**src/rtl/tcam_match_reduce.sv**
```systemverilog
`default_nettype none
// +--------------------------------------------------------------------------+
// | tcam_match_reduce: AND-reduces W/B partition match vectors per key and     |
// | priority-encodes them. Optional macro TCAM_MCOUNT_EN adds o_match_cnt.     |
// | Revision: 1.0                                                              |
// +--------------------------------------------------------------------------+
module tcam_match_reduce #(
  parameter int W = 16,
  parameter int B = 8
) (
  input  logic              clk,
  input  logic              rst,
  input  logic              i_flush,
  input  logic              i_in_valid,
  output logic              o_in_ready,
  input  logic [(2**B)-1:0] i_in_data,
  output logic              o_out_valid,
  input  logic              i_out_ready,
  output logic              o_hit,
  output logic [B-1:0]      o_match_addr,
  output logic              o_multi_hit
`ifdef TCAM_MCOUNT_EN
  ,
  output logic [B:0]        o_match_cnt
`endif
);

  localparam int N  = 2**B;
  localparam int P  = W / B;
  localparam int KW = (P > 1) ? $clog2(P) : 1;
  localparam logic [KW-1:0] K_LAST = KW'(P - 1);

  typedef enum logic [1:0] {
    S_ACC = 2'd0,
    S_ENC = 2'd1,
    S_OUT = 2'd2
  } state_t;

  state_t          r_state;
  logic [KW-1:0]   r_k;
  logic [N-1:0]    r_acc;
  logic            r_hit;
  logic [B-1:0]    r_addr;
  logic            r_multi;

  logic            w_beat;
  logic [N-1:0]    w_acc_next;
  logic [B-1:0]    w_addr;
  logic            w_multi;

  assign o_in_ready   = (r_state == S_ACC);
  assign o_out_valid  = (r_state == S_OUT);
  assign o_hit        = r_hit;
  assign o_match_addr = r_addr;
  assign o_multi_hit  = r_multi;

  assign w_beat     = i_in_valid & o_in_ready;
  assign w_acc_next = (r_k == '0) ? i_in_data : (r_acc & i_in_data);

  // Descending scan so the lowest set index is the last one written.
  always_comb begin
    w_addr = '0;
    for (int i = N - 1; i >= 0; i--) begin
      if (r_acc[i]) begin
        w_addr = B'(i);
      end
    end
  end

`ifdef TCAM_MCOUNT_EN
  logic [B:0] r_cnt;
  logic [B:0] w_cnt;

  always_comb begin
    w_cnt = '0;
    for (int i = 0; i < N; i++) begin
      w_cnt = w_cnt + (B+1)'(r_acc[i]);
    end
  end

  assign w_multi     = (w_cnt > (B+1)'(1));
  assign o_match_cnt = r_cnt;
`else
  // Clearing the lowest set bit leaves something only if two or more were set.
  assign w_multi = |(r_acc & (r_acc - {{(N-1){1'b0}}, 1'b1}));
`endif

  always_ff @(posedge clk or posedge rst) begin
    if (rst) begin
      r_state <= S_ACC;
      r_k     <= '0;
      r_acc   <= '0;
      r_hit   <= 1'b0;
      r_addr  <= '0;
      r_multi <= 1'b0;
`ifdef TCAM_MCOUNT_EN
      r_cnt   <= '0;
`endif
    end else if (i_flush) begin
      r_state <= S_ACC;
      r_k     <= '0;
    end else begin
      case (r_state)
        S_ACC: begin
          if (w_beat) begin
            r_acc <= w_acc_next;
            if (r_k == K_LAST) begin
              r_k     <= '0;
              r_state <= S_ENC;
            end else begin
              r_k <= r_k + KW'(1);
            end
          end
        end
        S_ENC: begin
          r_hit   <= |r_acc;
          r_addr  <= w_addr;
          r_multi <= w_multi;
`ifdef TCAM_MCOUNT_EN
          r_cnt   <= w_cnt;
`endif
          r_state <= S_OUT;
        end
        S_OUT: begin
          if (i_out_ready) begin
            r_state <= S_ACC;
          end
        end
        default: r_state <= S_ACC;
      endcase
    end
  end

endmodule
`default_nettype wire

```
**config.mk**
```make
export PLATFORM = sky130hd
export DESIGN_NAME = tcam_match_reduce
export DESIGN_NICKNAME = d
export VERILOG_FILES = /design/src/rtl/tcam_match_reduce.sv
export SDC_FILE = /design/constraint.sdc
export NUM_CORES = 1
export LEC_CHECK = 0
export ABC_AREA = 1
export BUFFER_PORTS_ARGS = -buffer_cell sky130_fd_sc_hd__buf_2
export CAP_MARGIN = 5
export CORE_MARGIN = 5
export CORE_UTILIZATION = 25
export DETAILED_ROUTE_END_ITERATION = 8
export MAX_ROUTING_LAYER = met4
export PLACE_DENSITY = 0.38
export SYNTH_ARGS = -nofsm -noshare
export SYNTH_HDL_FRONTEND = slang
export SYNTH_SLANG_ARGS = --single-unit
```
**constraint.sdc**
```tcl
create_clock -name clk -period 12.4 [get_ports clk]
set_input_delay 0.62 -clock clk [delete_from_list [all_inputs] [get_ports clk]]
set_output_delay 0.62 -clock clk [all_outputs]
set_load 0.05 [all_outputs]
```
Word level (Yosys, flattened, before mapping)
Index checks and enable logic that the tools add are counted.

word-level totals
  bits in registers = 269
  latch bits = 0
  RAM bits = 0
  memory bits (read-only) = 0
  bits of input ports = 261
  output and inout port bits = 12
  memories = 0

operators by class
  $add $sub $neg = 2
  $mul = 0
  div/mod/pow operators = 0
  $lt $le $gt $ge = 0
  equality and inequality tests = 5
  shift-type cells = 0
  muxes and demuxes = 266
  bitwise gates (word level) = 4
  reduce and logical (&&, ||, !) cells = 9

operators with widths
  cell                                                                     count
  8-bit 2-to-1 mux                                                         256
  256-bit bitwise AND                                                      2
  256-bit OR reduction                                                     2
  256-bit 2-to-1 mux                                                       1
  256-bit by 1-bit subtractor with 256-bit output, second input constant   1
  3-bit by 2-bit inequality test with 1-bit output, second input constant  3
  2-bit 2-to-1 mux                                                         4
  2-bit one-hot mux with 3 select lines                                    1
  3-bit AND reduction                                                      2
  1-bit 2-to-1 mux                                                         4
  2-bit AND reduction                                                      2
  2-bit nonzero test                                                       2
  2-bit by 1-bit == test with 1-bit output, second input constant          1
  2-bit == test, second input constant                                     1
  2-bit zero test                                                          1
  1-bit adder, second input constant                                       1
  1-bit bitwise AND                                                        1
  1-bit inverter                                                           1

Logic depth before layout (Yosys ltp)
Gate-level depths: netlist of the first run.

  depth in word-level cells = 256
  depth in mapped cells = 257

Worst setup path before layout of the first run
OpenSTA, ideal clock, no wires.

  path type = register to register
  start = register r_acc[254]
  end = register r_addr[0], in the netlist o_match_addr[0]
  library setup time = 66 ps
  arrival = 11,148 ps
  required time = 12,334 ps
  slack = 1,186 ps
  stages on the path, launching flop included = 258
  buffers on the path = 0
  clock period less this slack = 11,214 ps
  cells stage by stage = dfrtp_1 inv_2 nand2_1 nand2_1 nand2_1 nand2_1 nand2_1 nand2_1 nand2_1 nand2_1 nand2_1 nand2_1 nand2_1 nand2_1 nand2_1 nand2_1 nand2_1 nand2_1 [... 222 more ...] nand2_1 nand2_1 nand2_1 nand2_1 nand2_1 nand2_1 nand2_1 nand2_1 nand2_1 nand2_1 nand2_1 nand2_1 nand2_1 nand2_1 nand2_1 nand2_1 nand2_1 nand2_1

between the ends
  cells in the longest elaborated chain, start to end = 255

RTL lines
  element                           line  RTL
  from (decl)                       41    logic [N-1:0] r_acc;
  from (signal assigned)            106   r_acc <= w_acc_next;
  8-bit 2-to-1 mux (255 in series)  64    if (r_acc[i]) begin
  to (signal assigned)              117   r_addr <= w_addr;
  to (decl)                         43    logic [B-1:0] r_addr;

Every way passes these cells.
A chain may end at the register's enable or synchronous reset.

Final worst setup path of the first run
Same ends and word-level chain as after synthesis.

==> results_dict.tcl, run 1 <==
set metrics [dict create \
    worstSkewPairLatency_ps 580 \
    critical_path.endpoint_type "register" \
    timing.critical_path.required_ps 12910 \
    routedWlPerCell_um 17.4 \
    maxSlewHeadroom_pct 3.97 \
    grt_util_met2_pct 30.9 \
    met3_track_demand_over_resource_in_global_routing_pct 2.51 \
    synth_nets 3402 \
    worst_hold_slack_ps 109 \
    grt-busiest-layer "met2" \
    cp.arrival_ps 13420 \
    tns_ps -509 \
    finClkSkew_ps 24.4 \
    num_vias 20300 \
    final_net_count 3681 \
    nature_of_the_critical_path_startpoint "register" \
    fp.coreArea_um2 80400 \
    fillers 9222 \
    critPathKind "reg2reg" \
    grtUsageTotal_pct 18.1 \
    clock_tree_from_tritoncts "done" \
    drv_slew 0 \
    timing.final.crit_period_ps 12910 \
    globalRouteMet1Util_pct 23.0 \
    post_cts_hold_buffer_count 0 \
    cts.htree.levels 2 \
    portBuffers 272 \
    outcome "finished, violations left" \
    type_of_the_most_critical_hold_path "in2async" \
    worst-path-max-fanout 2 \
    timing.fmax_ghz 0.0775 \
    worst_slack_ps -509 \
    areaGrowthSynthToFinish_pct 20.5 \
    worst_path_max_delay_cell "dfrtp_1" \
    drt_pass1_iterations 5 \
    first_global_vias 21100 \
    preCtsSetupSlack_ps -777 \
    synth_top_area_share_pct 33.2 \
    grt_max_degree 182 \
    vias_per_cell 4.50 \
    place_inst 4440 \
    failed_checks "setup timing" \
    timing.max_cap.violations 0 \
    synth-seq-area-share_pct 33.2 \
    post_route_insts_no_fill 4505 \
    critical_path.most_common_cell "nand2_1" \
    synth_area_um2 20300 \
    synth_compound_gate_area_share_pct 14.7 \
    max_stage_delay_ps 380 \
    finalPower_mw 3.45 \
    detail-route-antenna-nets 0 \
    cts_sinks 269 \
    place.gp.congestion 0.886 \
    floorplan.die.width_um 295 \
    combinational_family_with_the_most_area_after_synthesis "simple AND/OR/NAND/NOR gates" \
    synth_mux_area_share_pct 0 \
    cts.repair_timing.setup_buffer_count 0 \
    post-route-period-util_pct 104 \
    setup-violations-final 1 \
    synth_simple_gate_area_share_pct 31.6 \
    finish.instance_area_um2 24400 \
    netlist-cell-type-count 42 \
    clock_path_buffers 3 \
    placed_area_um2 23100 \
    remaining_overflow_grt 0 \
    pin_count 273 \
    syn-instance-count 3141 \
    async_reset_ff_share_pct 100 \
    start_util_pct 25.2 \
    placement_rows 104 \
    drive_above_1_share_pct 14.4 \
    initial_antenna_violation_count 3 \
    p_leak_nw 10.6 \
    cell_taking_the_most_area_after_synthesis "dfrtp_1" \
    timing_worst_slew_pin_value_ps 1440 \
    fp.dieH_um 295 \
    synthMostInstantiatedCell "nor2_1" \
    grt_setup_unrepaired "true" \
    post_synth_fa_ha_maj_area_fraction_pct 0 \
    synth_area_per_cell_um2 6.45 \
    vdd.ir_drop.worst_mv 0.0823 \
    yosys_register_bits 269 \
    clk_root_buffer_cell "clkbuf_16" \
    yosys.area_share.xor_xnor_pct 0 \
    yosys_warnings 0 \
    cellPowerDensity_nw_per_um2 141 \
    layout.core_utilization_pct 30.4 \
    report.final.hold_viol_count 0 \
    synth_top_cells_by_area "dfrtp_1 33%, nor2_1 12%, inv_1 11%" \
    synth_top_cells_by_count "627 x nor2_1, 613 x inv_1, 416 x nand2_1, 340 x a21oi_1, 328 x nor3_1" \
    synth-edff-count 0 \
    floorplan_die_area_um2 86800 \
    initialDrtViolationCount 964 \
    drt_drc 0 \
    cts_buffers 38 \
    path_clk_slew_ps 60 \
    dp_hpwl_um 63800 \
    yosys_most_used_dff "dfrtp_1" \
    wl_um 78300 \
    wire_length_of_the_first_global_routing_pass_um 121000 \
]
-- placed cells by master (no fill, tap or decap), types with 4 or more instances in the layout --
| cell type | netlist | layout |
|---|---|---|
| bufinv_16 | 0 | 7 |
| or4_1 | 4 | 4 |
| clkbuf_16 | 0 | 38 |
| o2111ai_1 | 5 | 5 |
| nand4_1 | 45 | 45 |
| clkinv_1 | 5 | 5 |
| clkbuf_8 | 0 | 6 |
| o21ai_1 | 34 | 34 |
| inv_1 | 613 | 612 |
| buf_4 | 1 | 51 |
| nand3_1 | 46 | 46 |
| a21oi_1 | 340 | 340 |
| a2111oi_0 | 10 | 10 |
| inv_2 | 31 | 31 |
| nor3_1 | 328 | 328 |
| nor4_1 | 38 | 38 |
| dfrtp_1 | 269 | 269 |
| bufinv_8 | 79 | 79 |
| o21ai_0 | 71 | 71 |
| a41oi_1 | 5 | 5 |
| o22ai_1 | 18 | 18 |
| a221oi_1 | 8 | 8 |
| a211oi_1 | 7 | 7 |
| clkinv_2 | 0 | 4 |
| nor2_1 | 627 | 627 |
| buf_2 | 0 | 271 |
| o31ai_1 | 6 | 6 |
| a31oi_1 | 22 | 22 |
| clkbuf_1 | 81 | 5 |
| nand2_1 | 416 | 413 |
-- state kept, by name, summed over array words and instances (netlist names) --
signal        flops
r_acc           256
o_multi_hit       1
o_hit             1
r_state           2
o_match_addr      8
r_k               1
-- cell type report --
type	count	area [um^2]	area share, %
Sequential cell	269	6730	27.6
Timing Repair Buffer	325	1790	7.34
Tap cell	1060	1330	5.43
Clock inverter	14	293	1.20
Clock buffer	48	1040	4.25
Inverter	728	3830	15.7
Antenna cell	3	7.51	0.0307
Multi-Input combinational cell	2058	9400	38.5
-- cell families (layout without fill, tap and decap cells) --
| kind of cell | count (synthesis) | count (layout) |
|---|---|---|
| compound gates | 544 | 544 |
| flops | 269 | 269 |
| other cells | 0 | 3 |
| simple gates | 1514 | 1514 |
| buf+inv | 814 | 1115 |
-- worst max-delay path: cells and delay by family (launching register included) --
kind	cells	cell delay, ps
AND/OR/NAND/NOR	256	12310
flip-flops	1	380
buffers and inverters	1	60
-- what timing repair did --
item / CTS / global route
pin swaps: 0 / 1
setup endpoints to repair: 1 / 1
gates resized for setup: 0 / 2
-- per-layer routing --
layer	wire, um	up-vias
met3	2870	76
met5	0	-
met4	1700	0
met1	35700	9300
li1	-	10500
met2	38100	345
-- report_power, final --
part           internal (mW)  switching, mW  leakage (nW)
logic                  0.470          0.576          6.88
clock network          0.738          0.448         0.650
registers               1.05          0.170          3.04
total                   2.26           1.19          10.6
-- path summary, 6_finish.rpt --
path,startpoint,end,slack (ps),cells past startpoint
hold / removal,rst,r_acc[241],110,2
min in group clk,i_in_data[9],r_acc[9],290,3
setup / recovery,r_acc[254],o_match_addr[0],-510,257
max in group asynchronous,rst,r_acc[163],11040,3
hold reg to reg,o_match_addr[6],o_match_addr[6],480,2
setup reg to reg,r_acc[254],o_match_addr[0],-510,257
Power figures use the tool's default switching activity.
==> run 2: changes to the inputs <==
--- a/config.mk
+++ b/config.mk
@@ -10,2 +10,3 @@
 export CAP_MARGIN = 5
+export CORE_ASPECT_RATIO = 1.25
 export CORE_MARGIN = 5
==> constraint.sdc (replaced) <==
create_clock -name clk -period 12.4 [get_ports clk]
set_input_delay 0 -clock clk [delete_from_list [all_inputs] [get_ports clk]]
set_output_delay 0 -clock clk [all_outputs]
set_load 0.05 [all_outputs]
==> run 2 against run 1 <==
Against the previous run:
- the flow still finishes with violations (setup timing)
- global-route usage increased by 0.78 points
- clock skew grew 2.6 ps
- critical path depth stayed put
- hold slack got worse by 63 ps
- total power shrank 3.0%
- via count increased by 4.6%
- final cell count up 5.9%
- setup slack better by 79 ps
- largest power group unchanged
- highest routed layer unchanged
==> results_dict.tcl, run 2 (synthesized netlist as in run 1, its figures left out) <==
set metrics [dict create \
    worst_hold_slack_ps 45.7 \
    finish.instance_area_um2 26800 \
    worst_slack_ps -430 \
    timing.fmax_ghz 0.0779 \
    routedWlPerCell_um 17.0 \
    placement_rows 116 \
    initial_antenna_violation_count 15 \
    critPathKind "reg2reg" \
    clk_root_buffer_cell "clkbuf_16" \
    tns_ps -430 \
    dp_hpwl_um 64200 \
    cts_sinks 269 \
    start_util_pct 25.2 \
    preCtsSetupSlack_ps -653 \
    vias_per_cell 4.44 \
    first_global_vias 22700 \
    internal_power_mw 2.15 \
    timing.max_cap.violations 0 \
    num_vias 21200 \
    timing.final.crit_period_ps 12830 \
    placed_area_um2 23100 \
    cp.arrival_ps 13350 \
    initialDrtViolationCount 974 \
    cts_buffers 36 \
    timing_worst_slew_pin_value_ps 1420 \
    outcome "finished, violations left" \
    pin_count 273 \
    post-route-period-util_pct 103 \
    layout.core_utilization_pct 33.4 \
    detail-route-antenna-nets 0 \
    drv_slew 0 \
    p_comb_share_pct 33.3 \
    startpoint "r_acc[254]" \
    critical_path.most_common_cell "nand2_1" \
    cts.repair_timing.setup_buffer_count 0 \
    grt_setup_unrepaired "true" \
    maxSlewHeadroom_pct 5.53 \
    finClkSkew_ps 27.1 \
    portBuffers 272 \
    power.switching_fraction_pct 35.7 \
    path_clk_slew_ps 60 \
    place_inst 4440 \
    max_reg_flops 256 \
    setup-violations-final 1 \
    share_clk_of_total_power_pct 30.2 \
    mostFrequentLayoutCells "627 x nor2_1, 612 x inv_1, 415 x nand2_1" \
    share_seq_of_total_power_pct 36.5 \
    drt_drc 0 \
    failed_checks "setup timing" \
    worst_path_max_delay_cell "dfrtp_1" \
    drive_above_1_share_pct 13.3 \
    drt_pass1_iterations 4 \
    remaining_overflow_grt 0 \
    cts.htree.levels 2 \
    report.final.hold_viol_count 0 \
    areaGrowthSynthToFinish_pct 32.2 \
    vdd.ir_drop.worst_mv 0.0769 \
    timing.critical_path.required_ps 12920 \
    clock_path_buffers 3 \
    wl_um 81400 \
    place.gp.congestion 0.885 \
    max_stage_delay_ps 380 \
    switchingPower_mw 1.19 \
    fp.coreArea_um2 80300 \
    post_route_insts_no_fill 4773 \
    final_net_count 3935 \
    floorplan_die_area_um2 86900 \
    worstSkewPairLatency_ps 570 \
    grt_max_degree 259 \
    floorplan.die.width_um 265 \
    fp.dieH_um 328 \
    wire_length_of_the_first_global_routing_pass_um 127000 \
    worst-path-max-fanout 2 \
    type_of_the_most_critical_hold_path "in2async" \
    critical_path.endpoint_type "register" \
    p_leak_nw 11.5 \
    clock_tree_from_tritoncts "done" \
    finalPower_mw 3.35 \
    layout.cells.most_common "nor2_1" \
    nature_of_the_critical_path_startpoint "register" \
    cellPowerDensity_nw_per_um2 125 \
    grtUsageTotal_pct 18.9 \
    r2r_start "r_acc[254]" \
    top_register "r_acc" \
]
run 2: cell types whose count changed in the layout (fill, tap and decap cells not counted):
| cell | delta |
|---|---|
| bufinv_16 | -7 |
| nand2_2 | -2 |
| buf_4 | -2 |
| nand2_1 | +2 |
| clkinv_2 | +3 |
| inv_6 | +1 |
| clkinv_16 | -1 |
| dlygate4sd3_1 | +258 |
| clkbuf_8 | +3 |
| clkbuf_16 | -2 |
| clkinv_4 | +2 |
| diode_2 | +12 |
| clkinv_8 | -1 |
run 2: worst max-delay path, delay by kind of cell, from the launching register on:
kind                   cells  cell delay [ps]
flip-flops                 1              380
buffers and inverters      1               60
AND/OR/NAND/NOR          256            12260
run 2: final timing paths:
kind,slack [ps],endpoint,depth (start not counted)
worst max-delay path,-430,o_match_addr[0],257
worst min-delay path,50,r_acc[161],3
worst max register to register,-430,o_match_addr[0],257
worst min register to register,500,r_k,2
max in group asynchronous,10960,r_acc[221],4
min in group clk,180,r_acc[174],3
run 2: power groups by stage:
stage | sequential (mW) | combinational (mW) | clock [mW]
2_1_floorplan | 1.20 | 0.757 | 0
3_3_place_gp | 1.24 | 1.07 | 0
3_5_place_dp | 1.24 | 1.07 | 0
4_1_cts | 1.22 | 1.14 | 1.06
5_1_grt | 1.25 | 1.26 | 1.08
6_report | 1.22 | 1.11 | 1.01
run 2: repair_timing:
item,in CTS,in global routing
endpoints found under the hold margin,344,0
resized for setup,0,0
gates cloned,0,0
hold buffers,258,0
endpoints found under the setup margin,1,1
pin swaps,0,1
run 2: cell type report:
class / instances / area (um^2)
fill: 9042 / 53500
multi-input combinational: 2058 / 9390
sequential: 269 / 6730
timing repair buffer: 581 / 4360
inverter: 728 / 3830
tap: 1062 / 1330
clock buffer: 49 / 1030
clock inverter: 11 / 77.6
antenna: 15 / 37.5
run 2: layer usage:
layer / up-vias / track usage [%] / part of all wire (%)
li1: 11100 / - / -
met5: - / - / 0
met4: 0 / 4.40 / 2.4
met3: 88 / 2.69 / 3.1
met1: 9749 / 22.2 / 43
met2: 286 / 34.3 / 51
